File: src/rtl/adc_serial_emulator.sv
// Emulates a dual-channel serial ADC: on each host frame, shifts out
// {LEAD_ZEROS zeros, sample} MSB first on the ADC_clk falling edges.
module adc_serial_emulator #(
    parameter int unsigned DATA_W     = 12,
    parameter int unsigned LEAD_ZEROS = 4
) (
    input  logic              clk,
    input  logic              reset,
    input  logic              ADC_clk,
    input  logic              chip_select,
    input  logic [DATA_W-1:0] sample1,
    input  logic [DATA_W-1:0] sample2,
    output logic              Data1,
    output logic              Data2,
    output logic              busy,
    output logic              frame_done,
    output logic              frame_err,
    output logic [7:0]        frame_count
);

    localparam int unsigned FRAME_LEN = LEAD_ZEROS + DATA_W;
    localparam int unsigned CNT_W     = $clog2(FRAME_LEN + 1);

    typedef enum logic [1:0] {StIdle, StShift, StDone} state_e;

    state_e               state_q, state_d;
    logic [1:0]           adc_sync_q, cs_sync_q;
    logic                 adc_prev_q, cs_prev_q;
    logic [FRAME_LEN-1:0] sreg1_q, sreg1_d, sreg2_q, sreg2_d;
    logic [CNT_W-1:0]     cnt_q, cnt_d;
    logic [7:0]           count_q, count_d;
    logic                 done_q, done_d, err_q, err_d;

    logic adc_fall, cs_fall, cs_rise;

    // Strobes come from the second synchronizer stage versus its delayed copy,
    // giving three clk cycles from pin edge to state change.
    assign adc_fall = adc_prev_q & ~adc_sync_q[1];
    assign cs_fall  = cs_prev_q & ~cs_sync_q[1];
    assign cs_rise  = ~cs_prev_q & cs_sync_q[1];

    always_ff @(posedge clk) begin
        if (!reset) begin
            adc_sync_q <= '0;
            cs_sync_q  <= '0;
            adc_prev_q <= 1'b0;
            cs_prev_q  <= 1'b0;
            state_q    <= StIdle;
            sreg1_q    <= '0;
            sreg2_q    <= '0;
            cnt_q      <= '0;
            count_q    <= '0;
            done_q     <= 1'b0;
            err_q      <= 1'b0;
        end else begin
            adc_sync_q <= {adc_sync_q[0], ADC_clk};
            cs_sync_q  <= {cs_sync_q[0], chip_select};
            adc_prev_q <= adc_sync_q[1];
            cs_prev_q  <= cs_sync_q[1];
            state_q    <= state_d;
            sreg1_q    <= sreg1_d;
            sreg2_q    <= sreg2_d;
            cnt_q      <= cnt_d;
            count_q    <= count_d;
            done_q     <= done_d;
            err_q      <= err_d;
        end
    end

    always_comb begin
        state_d = state_q;
        sreg1_d = sreg1_q;
        sreg2_d = sreg2_q;
        cnt_d   = cnt_q;
        count_d = count_q;
        done_d  = 1'b0;
        err_d   = 1'b0;
        case (state_q)
            StIdle: begin
                if (cs_fall) begin
                    sreg1_d = {{LEAD_ZEROS{1'b0}}, sample1};
                    sreg2_d = {{LEAD_ZEROS{1'b0}}, sample2};
                    cnt_d   = '0;
                    state_d = StShift;
                end
            end
            StShift: begin
                // chip_select release takes priority over a coincident shift.
                if (cs_rise) begin
                    state_d = StIdle;
                    err_d   = 1'b1;
                end else if (adc_fall) begin
                    sreg1_d = {sreg1_q[FRAME_LEN-2:0], 1'b0};
                    sreg2_d = {sreg2_q[FRAME_LEN-2:0], 1'b0};
                    cnt_d   = cnt_q + CNT_W'(1);
                    if (cnt_q == CNT_W'(FRAME_LEN - 1)) begin
                        state_d = StDone;
                        done_d  = 1'b1;
                        count_d = count_q + 8'd1;
                    end
                end
            end
            StDone: begin
                if (cs_rise) state_d = StIdle;
            end
            default: state_d = StIdle;
        endcase
    end

    assign busy        = (state_q == StShift);
    assign Data1       = busy & sreg1_q[FRAME_LEN-1];
    assign Data2       = busy & sreg2_q[FRAME_LEN-1];
    assign frame_done  = done_q;
    assign frame_err   = err_q;
    assign frame_count = count_q;

endmodule

File: config.mk
export PLATFORM = sky130hd
export DESIGN_NAME = adc_serial_emulator
export DESIGN_NICKNAME = d
export VERILOG_FILES = /design/src/rtl/adc_serial_emulator.sv
export SDC_FILE = /design/constraint.sdc
export NUM_CORES = 1
export LEC_CHECK = 0
export ABC_CLOCK_PERIOD_IN_PS = 4950
export BUFFER_PORTS_ARGS = -buffer_cell sky130_fd_sc_hd__buf_4
export CAP_MARGIN = 20
export CORE_ASPECT_RATIO = 0.9
export CORE_MARGIN = 8
export CORE_UTILIZATION = 31
export CTS_CLUSTER_SIZE = 14
export DETAILED_ROUTE_END_ITERATION = 6
export GPL_TIMING_DRIVEN = 0
export SLEW_MARGIN = 5
export SYNTH_ARGS = -nofsm -noshare
export SYNTH_HDL_FRONTEND = slang
export SYNTH_SLANG_ARGS = --single-unit
File: constraint.sdc
create_clock -name clk -period 4.95 [get_ports clk]
set_clock_uncertainty 0.15 [all_clocks]
set_input_delay 0.2475 -clock clk [delete_from_list [all_inputs] [get_ports clk]]
set_output_delay 0.2475 -clock clk [all_outputs]
set_load 0.01 [all_outputs]
==> results of run 1 <==
## state kept, by name, indices dropped and copies added (netlist names), 2 cells and up
name / count
state_q: 2
sreg2_q: 16
frame_count: 8
cs_sync_q: 2
adc_sync_q: 2
sreg1_q: 16
cnt_q: 5
## area by class of cell
type                            instances  area (µm²)
Clock inverter                          3        47.5
Tap cell                               93         116
Multi-Input combinational cell        157        1060
Timing Repair Buffer                   42         320
Sequential cell                        55        1100
Clock buffer                            5        68.8
Fill cell                             738        4250
Inverter                                6        22.5
Buffer                                 16        87.6
## power breakdown
part	total [mW]	leakage [nW]	switching [mW]	internal, mW
Combinational	0.0622	0.534	0.0297	0.0324
Clock	0.301	0.0587	0.148	0.153
Sequential	0.456	0.445	0.00452	0.451
## timing repair
item | in CTS | in global routing
endpoints found under the hold margin | 2 | 0
hold buffers | 2 | 0
endpoints found under the setup margin | 0 | 0
## synth_stat cells
library cell and number:
dfxtp_1 55, nor2_1 29, mux2i_1 23, a211oi_1 22, a22o_1 10, nand2_1 9
and2_1 8, clkbuf_1 7, o21ai_0 7, a21oi_1 6, inv_1 5, buf_2 4
nand2b_1 4, nor3_1 4, nor4_1 4, ha_1 3, nand3_1 3, xnor2_1 3
a31oi_1 2, buf_4 2, buf_6 2, nand4_1 2, o31ai_1 2, or3_1 2
and2b_1 1, and2b_2 1, and3_1 1, and4_1 1, buf_1 1, clkinv_1 1
nand3b_1 1, nand3b_2 1, nor2b_1 1, nor3b_1 1, o22ai_1 1, o311a_1 1
or3b_2 1, or4_1 1, or4_4 1, or4b_1 1
## metrics by stage
stage,std cells,power [mW],cell area (µm²)
2_1_floorplan,234,0.501,2270
3_3_place_gp,367,0.527,2690
3_5_place_dp,367,0.528,2690
4_1_cts,377,0.831,2820
5_1_grt,377,0.859,2820
6_report,377,0.819,2820
## critical path, delay by kind of cell (launching register included)
kind | cells | cell delay, ns
flip-flops | 1 | 0.42
AO/OA/AOI/OAI | 1 | 0.15
AND/OR/NAND/NOR | 4 | 1.34
adder cells (fa/ha/maj) | 2 | 0.40
## worst paths after layout
check / start / endpoint / slack (ns)
min reg2reg: cs_sync_q[0]$_SDFF_PN0_ / cs_sync_q[1]$_SDFF_PN0_ / 0.29
max: cnt_q[0]$_SDFFE_PN0P_ / frame_count[7]$_SDFFE_PN0P_ / 2.43
max reg2reg: cnt_q[0]$_SDFFE_PN0P_ / frame_count[7]$_SDFFE_PN0P_ / 2.43
min: sample1[0] / sreg1_q[0]$_SDFFE_PN0P_ / 0.03
## per-layer routing
metal  part of all wire  global-route usage
met3              0.041              0.0305
met2               0.46               0.157
met1               0.49               0.119
met5                  0                   0
met4             0.0082              0.0324
## cells by family after synthesis
| logic type | share of synthesized area |
|---|---|
| fa+ha+maj | 0.0165 |
| flops | 0.485 |
| mux | 0.101 |
| xor+xnor | 0.0116 |
| buf+inv | 0.0485 |
| simple gates | 0.178 |
| compound gates | 0.159 |
==> metrics.txt, run 1 <==
status=completed; via count=1818; Leak=1.04 nW; Die Ht=97.2 µm; CP Launch Type=flop; Area contributors post-synth=dfxtp_1 (48%), mux2i_1 (10%), a211oi_1 (7.3%); Worst Path Class, Setup=reg2reg; Final Setup Violations=0; Crit Path Max Fanout=8; sequential share of the synthesized area=0.485; Num CTS Buffers=5; Nets=314; Total Negative Setup Slacks=0 ns; GP Congestion=0.745; diodes inserted=0; Std-Cell Rows=29; layout cell share with drive strength beyond 1=0.211; boundary pin count=41; crit end category=flop; Post CTS Setup Buffer Count=0; vias in the first global route=1882; Hold Path Class=in2reg; period utilisation layout=0.509; port buffer count=40; H-tree lvl count=2; HPWL Detailed=3620 µm; max_slew headroom=0.522; Die X-Extent=106 µm; WP data required=5.03 ns; Starting Density=0.321; clk root buf=clkbuf_8; antenna-violating nets left=0; pin slew with the least headroom to its limit=0.716 ns; yosys warns=0; pwr/cell area=290 nW/µm²; first-pass GRT wire length=8530 µm; GRT Residual Overflow=0; Max stage delay on crit path=0.56 ns; min cycle time layout=2.52 ns; drt drc=0; Setup WS pre-CTS=2.48 ns; Core Util, Final=0.399; Slew Limit Fails=0; GR Util All Layers=0.0975; post-cts sizing count=0; vias per cell=4.82; most frequent cells in the layout=dfxtp_1 (55), buf_4 (42), nor2_1 (29); CORE AREA=7080 µm²; TritonCTS Sinks=55; share of the synthesized area in the top cell type=0.485; Die Area=10300 µm²; most common cell after layout, fill and taps aside=dfxtp_1; Slowest-stage cell, CP=or4_4; WL/cell=13.2 µm; PnR worst setup slack=2.43 ns; wirelength, routed=5000 µm; hold_ws=0.0309 ns; Yosys reg bits=55; fmax=397 MHz; pin count of the biggest net entering global routing=19; Gate Count Post-Synth=234; WHS Path Cells=3; TritonRoute pass-1 iters=4; antenna violations before repair=0; area leader, netlist=dfxtp_1; CTS tree=done; R2R depth=7; Final Hold Violating Endpoints=0; syn nets=265; Worst VDD drop=0.000154 V; initial DRC count=83; Reg clk slew, reported paths=0.10 ns; Top cell by count, worst path=ha_1; Area growth syn-to-layout=24.4%; critical-path cell list=ha_1, and3_1, ha_1, nand3b_2, or4_4, or4_1, a21oi_1; library cells used by synthesis=40; clk buf depth=2; arrival time worst endpoint=2.60 ns; Skew-Pair Late Insertion Delay=0.30 ns; mapped cell area=2270 µm²; max-cap check violation count=0; syn avg cell area=9.70 µm²; RSZ-0062 raised after global routing=false
Power figures use the tool's default switching activity.
==> run 2: changes to the inputs <==
ABC_CLOCK_PERIOD_IN_PS = 2500   (was 4950)
clock period = 2.5 ns   (was 4.95 ns; I/O delays follow)
==> run 2 against run 1 <==
Against the previous run: utilization rose by 0.80 points; cell area rose by 2.0%; sequential share of layout area fell by 0.59 points; non-clock buffer count rose by 4; critical path type unchanged; critical endpoint unchanged.
==> metrics.txt, run 2 (same netlist as run 1, synthesis figures left out) <==
Final Non-Filler Cells=381; port buffer count=40; Skew-Pair Late Insertion Delay=0.30 ns; Slowest-stage cell, CP=or4_4; Crit Path Max Fanout=8; via count=1825; clk root buf=clkbuf_8; Post CTS Setup Buffer Count=0; pwr/cell area=565 nW/µm²; H-tree lvl count=2; Starting Density=0.321; min cycle time layout=2.39 ns; GP Congestion=0.745; antenna-violating nets left=0; WP data required=2.58 ns; hold_ws=0.00713 ns; max-cap check violation count=0; Final Setup Violations=0; Leak=1.09 nW; layout cell share with drive strength beyond 1=0.219; pin count of the biggest net entering global routing=19; cell area after layout=2880 µm²; Area growth syn-to-layout=26.8%; Std-Cell Rows=29; GRT Residual Overflow=0; initial DRC count=80; critical-path cell list=ha_1, and3_1, ha_2, nand3b_4, or4_4, or4_1, a21oi_1; most common cell after layout, fill and taps aside=dfxtp_1; Total Negative Setup Slacks=0 ns; drt drc=0; Reg clk slew, reported paths=0.10 ns; placed cell area=2690 µm²; Num CTS Buffers=5; Nets=318; fill count=730; status=completed; r2r setup slk=0.11 ns; Worst VDD drop=0.000306 V; Hold Path Class=in2reg; CTS tree=done; placed cells=367; GR Util All Layers=0.0978; crit end category=flop; crit-path leading delay family=simple AND/OR/NAND/NOR gates; arrival time worst endpoint=2.47 ns; Design Power=1.63 mW; TritonCTS Sinks=55; Max stage delay on crit path=0.53 ns; TritonRoute pass-1 iters=4; Die Area=10300 µm²; clk buf depth=2; antenna violations before repair=0; period utilisation layout=0.955; wirelength, routed=4970 µm; most frequent cells in the layout=dfxtp_1 (53), buf_4 (42), nor2_1 (29); Die X-Extent=106 µm; Final Hold Violating Endpoints=0; fmax=419 MHz; CORE AREA=7080 µm²; vias per cell=4.79; Die Ht=97.2 µm; Worst Path Class, Setup=reg2reg; CP Launch Type=flop; Slew Limit Fails=0; vias in the first global route=1889; WL/cell=13.0 µm; RSZ-0062 raised after global routing=false; CP Buf/Inv Count=0; HPWL Detailed=3620 µm; diodes inserted=0; max_slew headroom=0.522; boundary pin count=41; pin slew with the least headroom to its limit=0.717 ns; first-pass GRT wire length=8560 µm
run 2: through the flow:
step | utilization | setup slack (ns)
CTS | 0.404 | 0.0263
global placement | 0.380 | 0.0666
global route | 0.407 | 0.00274
finish | 0.407 | 0.114
floorplan | - | 0.257
detailed placement | 0.380 | 0.0335
run 2: power breakdown:
group | internal, mW | leakage [nW] | total, mW | switching [mW]
sequential | 0.893 | 0.447 | 0.902 | 0.00912
clock | 0.304 | 0.0587 | 0.597 | 0.293
combinational | 0.0685 | 0.582 | 0.128 | 0.0598
run 2: area by class of cell:
cell class	count	area, µm²	area share
Timing Repair Buffer	46	360	0.125
Buffer	16	87.6	0.0304
Tap cell	93	116	0.0404
Clock inverter	3	47.5	0.0165
Clock buffer	5	68.8	0.0239
Inverter	6	22.5	0.00782
Sequential cell	55	1110	0.384
Multi-Input combinational cell	157	1070	0.372
run 2: worst reg2reg max path, stage by stage (launching register included):
cell and delay, ns:
dfxtp_4 0.38, ha_1 0.19, and3_1 0.17, ha_2 0.20, nand3b_4 0.13, or4_4 0.53, or4_1 0.42, a21oi_1 0.15
run 2: routing by layer:
layer  vias up  global-route usage  share of wire
met5         -                   0              0
met3         2              0.0292          0.040
met1       851               0.121           0.49
li1        946                   -              -
met4         0              0.0324         0.0082
met2        26               0.158           0.46
run 2: what timing repair did:
action                                 in CTS  in global routing
setup endpoints to repair                   1                  3
gates resized for setup                     1                  4
hold buffers                                5                  1
endpoints found under the hold margin       5                  1
run 2: path summary, 6_finish.rpt:
check,from,endpoint,cells after the start
setup reg to reg,cnt_q[0]$_SDFFE_PN0P_,frame_count[7]$_SDFFE_PN0P_,7
hold reg to reg,cs_sync_q[0]$_SDFF_PN0_,cs_sync_q[1]$_SDFF_PN0_,1
setup / recovery,cnt_q[0]$_SDFFE_PN0P_,frame_count[7]$_SDFFE_PN0P_,7
hold / removal,sample1[4],sreg1_q[4]$_SDFFE_PN0P_,3
==> run 3: changes to the inputs <==
PLACE_DENSITY = 0.48   (was unset)
REMOVE_ABC_BUFFERS = 1   (was unset)
==> run 3 against run 2 <==
Against the previous run: setup slack better by 0.026 ns; sequential share of layout area down 0.34 points; utilization up 0.41 points; power is 5.6% higher; cell area up 1.0%; critical endpoint unchanged; largest cell class unchanged.
==> metrics.txt, run 3 (same netlist as run 1, synthesis figures left out) <==
status=completed; min cycle time layout=2.36 ns; critical register-to-register path startpoint=state_q[0]$_SDFFE_PN0P_; drt drc=0; Reg clk slew, reported paths=0.10 ns; CP Launch Type=flop; Design Power=1.72 mW; GRT Residual Overflow=0; layout cell share with drive strength beyond 1=0.209; most frequent cells in the layout=dfxtp_1 (52), buf_4 (40), nor2_1 (29); Final Setup Violations=0; Gate power share=0.073; Die X-Extent=106 µm; Std-Cell Rows=29; pwr/cell area=591 nW/µm²; Starting Density=0.321; Worst Path Class, Setup=reg2reg; GR Util All Layers=0.0919; clk root buf=clkbuf_8; Area growth syn-to-layout=28.1%; GP Congestion=0.660; arrival time worst endpoint=2.45 ns; CTS tree=done; TritonCTS Sinks=55; Num CTS Buffers=5; Internal=1.37 mW; port buffer count=40; wirelength, routed=4750 µm; PnR worst setup slack=0.140 ns; pin slew with the least headroom to its limit=0.720 ns; Slew Limit Fails=0; max-cap check violation count=0; Slowest-stage cell, CP=dfxtp_4; Max stage delay on crit path=0.66 ns; CORE AREA=7080 µm²; WL/cell=12.8 µm; fmax=424 MHz; Hold Path Class=in2reg; Leak=1.09 nW; fill count=707; clock power share=0.398; initial DRC count=63; boundary pin count=41; Die Area=10300 µm²; Sequential Power Share=0.529; pin count of the biggest net entering global routing=30; most common cell after layout, fill and taps aside=dfxtp_1; RSZ-0062 raised after global routing=false; Setup WS pre-CTS=-0.196 ns; Net Sw Power=0.352 mW; diodes inserted=0; WHS Path Cells=3; via count=1716; Crit Path Max Fanout=29; period utilisation layout=0.944; Skew-Pair Late Insertion Delay=0.30 ns; first-pass GRT wire length=8000 µm; Hold Path End=sreg2_q[5]$_SDFFE_PN0P_; WP data required=2.59 ns; R2R depth=4; antenna-violating nets left=0; Worst VDD drop=0.000260 V; Net Sw Frac=0.205; critical-path cell list=nand2b_1, or4_4, or4_1, a21oi_1; H-tree lvl count=2; vias per cell=4.63; r2r setup slk=0.14 ns; TritonRoute pass-1 iters=4; clk buf depth=2; r2r endpoint=frame_count[7]$_SDFFE_PN0P_; Nets=308; Die Ht=97.2 µm; antenna violations before repair=0; max_slew headroom=0.520; vias in the first global route=1707; HPWL Detailed=3270 µm; crit end category=flop; hold_sp=sample2[5]; Post CTS Setup Buffer Count=0; Final Hold Violating Endpoints=0
## run 3: changes by cell type in the layout (fill, tap and decap cells not counted), sizes merged
cell | before | now
clkinv | 2 | 1
bufinv | 1 | 2
clkbuf | 12 | 6
dlygate4sd3 | 6 | 9
inv | 6 | 5
buf | 49 | 43
## run 3: power by group through the flow
stage / Combinational [mW] / Clock, mW / Sequential (mW)
finish: 0.125 / 0.684 / 0.908
global route: 0.140 / 0.734 / 0.912
CTS: 0.127 / 0.705 / 0.909
detailed placement: 0.116 / 0 / 0.930
global placement: 0.110 / 0 / 0.929
floorplan: 0.0591 / 0 / 0.925
## run 3: layer usage
metal,GRT usage,up-vias,part of all wire
li1,-,928,-
met1,0.125,760,0.52
met2,0.132,26,0.42
met3,0.0345,2,0.051
met4,0.0227,0,0.0040
met5,0,-,0
## run 3: final cells by class
cell class	instances	area, µm²	area share
Sequential cell	55	1110	0.381
Tap cell	93	116	0.0400
Timing Repair Buffer	52	448	0.154
Clock buffer	6	72.6	0.0249
Multi-Input combinational cell	157	1080	0.372
Clock inverter	2	60.1	0.0206
Inverter	6	22.5	0.00774
## run 3: worst max-delay path by stage
stage	startpoint	endpoint	slack [ns]	cells after the start
5_1_grt	state_q[0]$_SDFFE_PN0P_	frame_count[7]$_SDFFE_PN0P_	0.009	4
4_1_cts	cnt_q[0]$_SDFFE_PN0P_	frame_count[7]$_SDFFE_PN0P_	0.06	7
2_1_floorplan	state_q[0]$_SDFFE_PN0P_	sreg1_q[0]$_SDFFE_PN0P_	-2.01	4
3_5_place_dp	state_q[0]$_SDFFE_PN0P_	frame_count[7]$_SDFFE_PN0P_	-0.20	4
3_3_place_gp	state_q[0]$_SDFFE_PN0P_	sreg2_q[0]$_SDFFE_PN0P_	-3.66	4
6_report	state_q[0]$_SDFFE_PN0P_	frame_count[7]$_SDFFE_PN0P_	0.14	4
## run 3: worst max-delay path, delay by kind of cell, from the launching register on
kind            cells  cell delay [ns]
simple gates        3             1.35
flops               1             0.66
compound gates      1             0.14
## run 3: what timing repair did
action / CTS / global route
endpoints found under the hold margin: 10 / 0
endpoints found under the setup margin: 22 / 3
gates resized for setup: 1 / 3
cloned: 0 / 0
hold buffers: 9 / 0
## run 3: through the flow
stage	util	hold slack (ns)	TNS [ns]	std cells	instance area [µm²]
after floorplan	-	0.0967	-49.94	218	2180
after detailed placement	0.378	0.194	-1.32	354	2670
final	0.411	0.00506	0	371	2910
after CTS	0.410	0.000601	0	371	2900
after global routing	0.411	0.0148	0	371	2910
after global placement	0.367	0.186	-102.01	351	2600
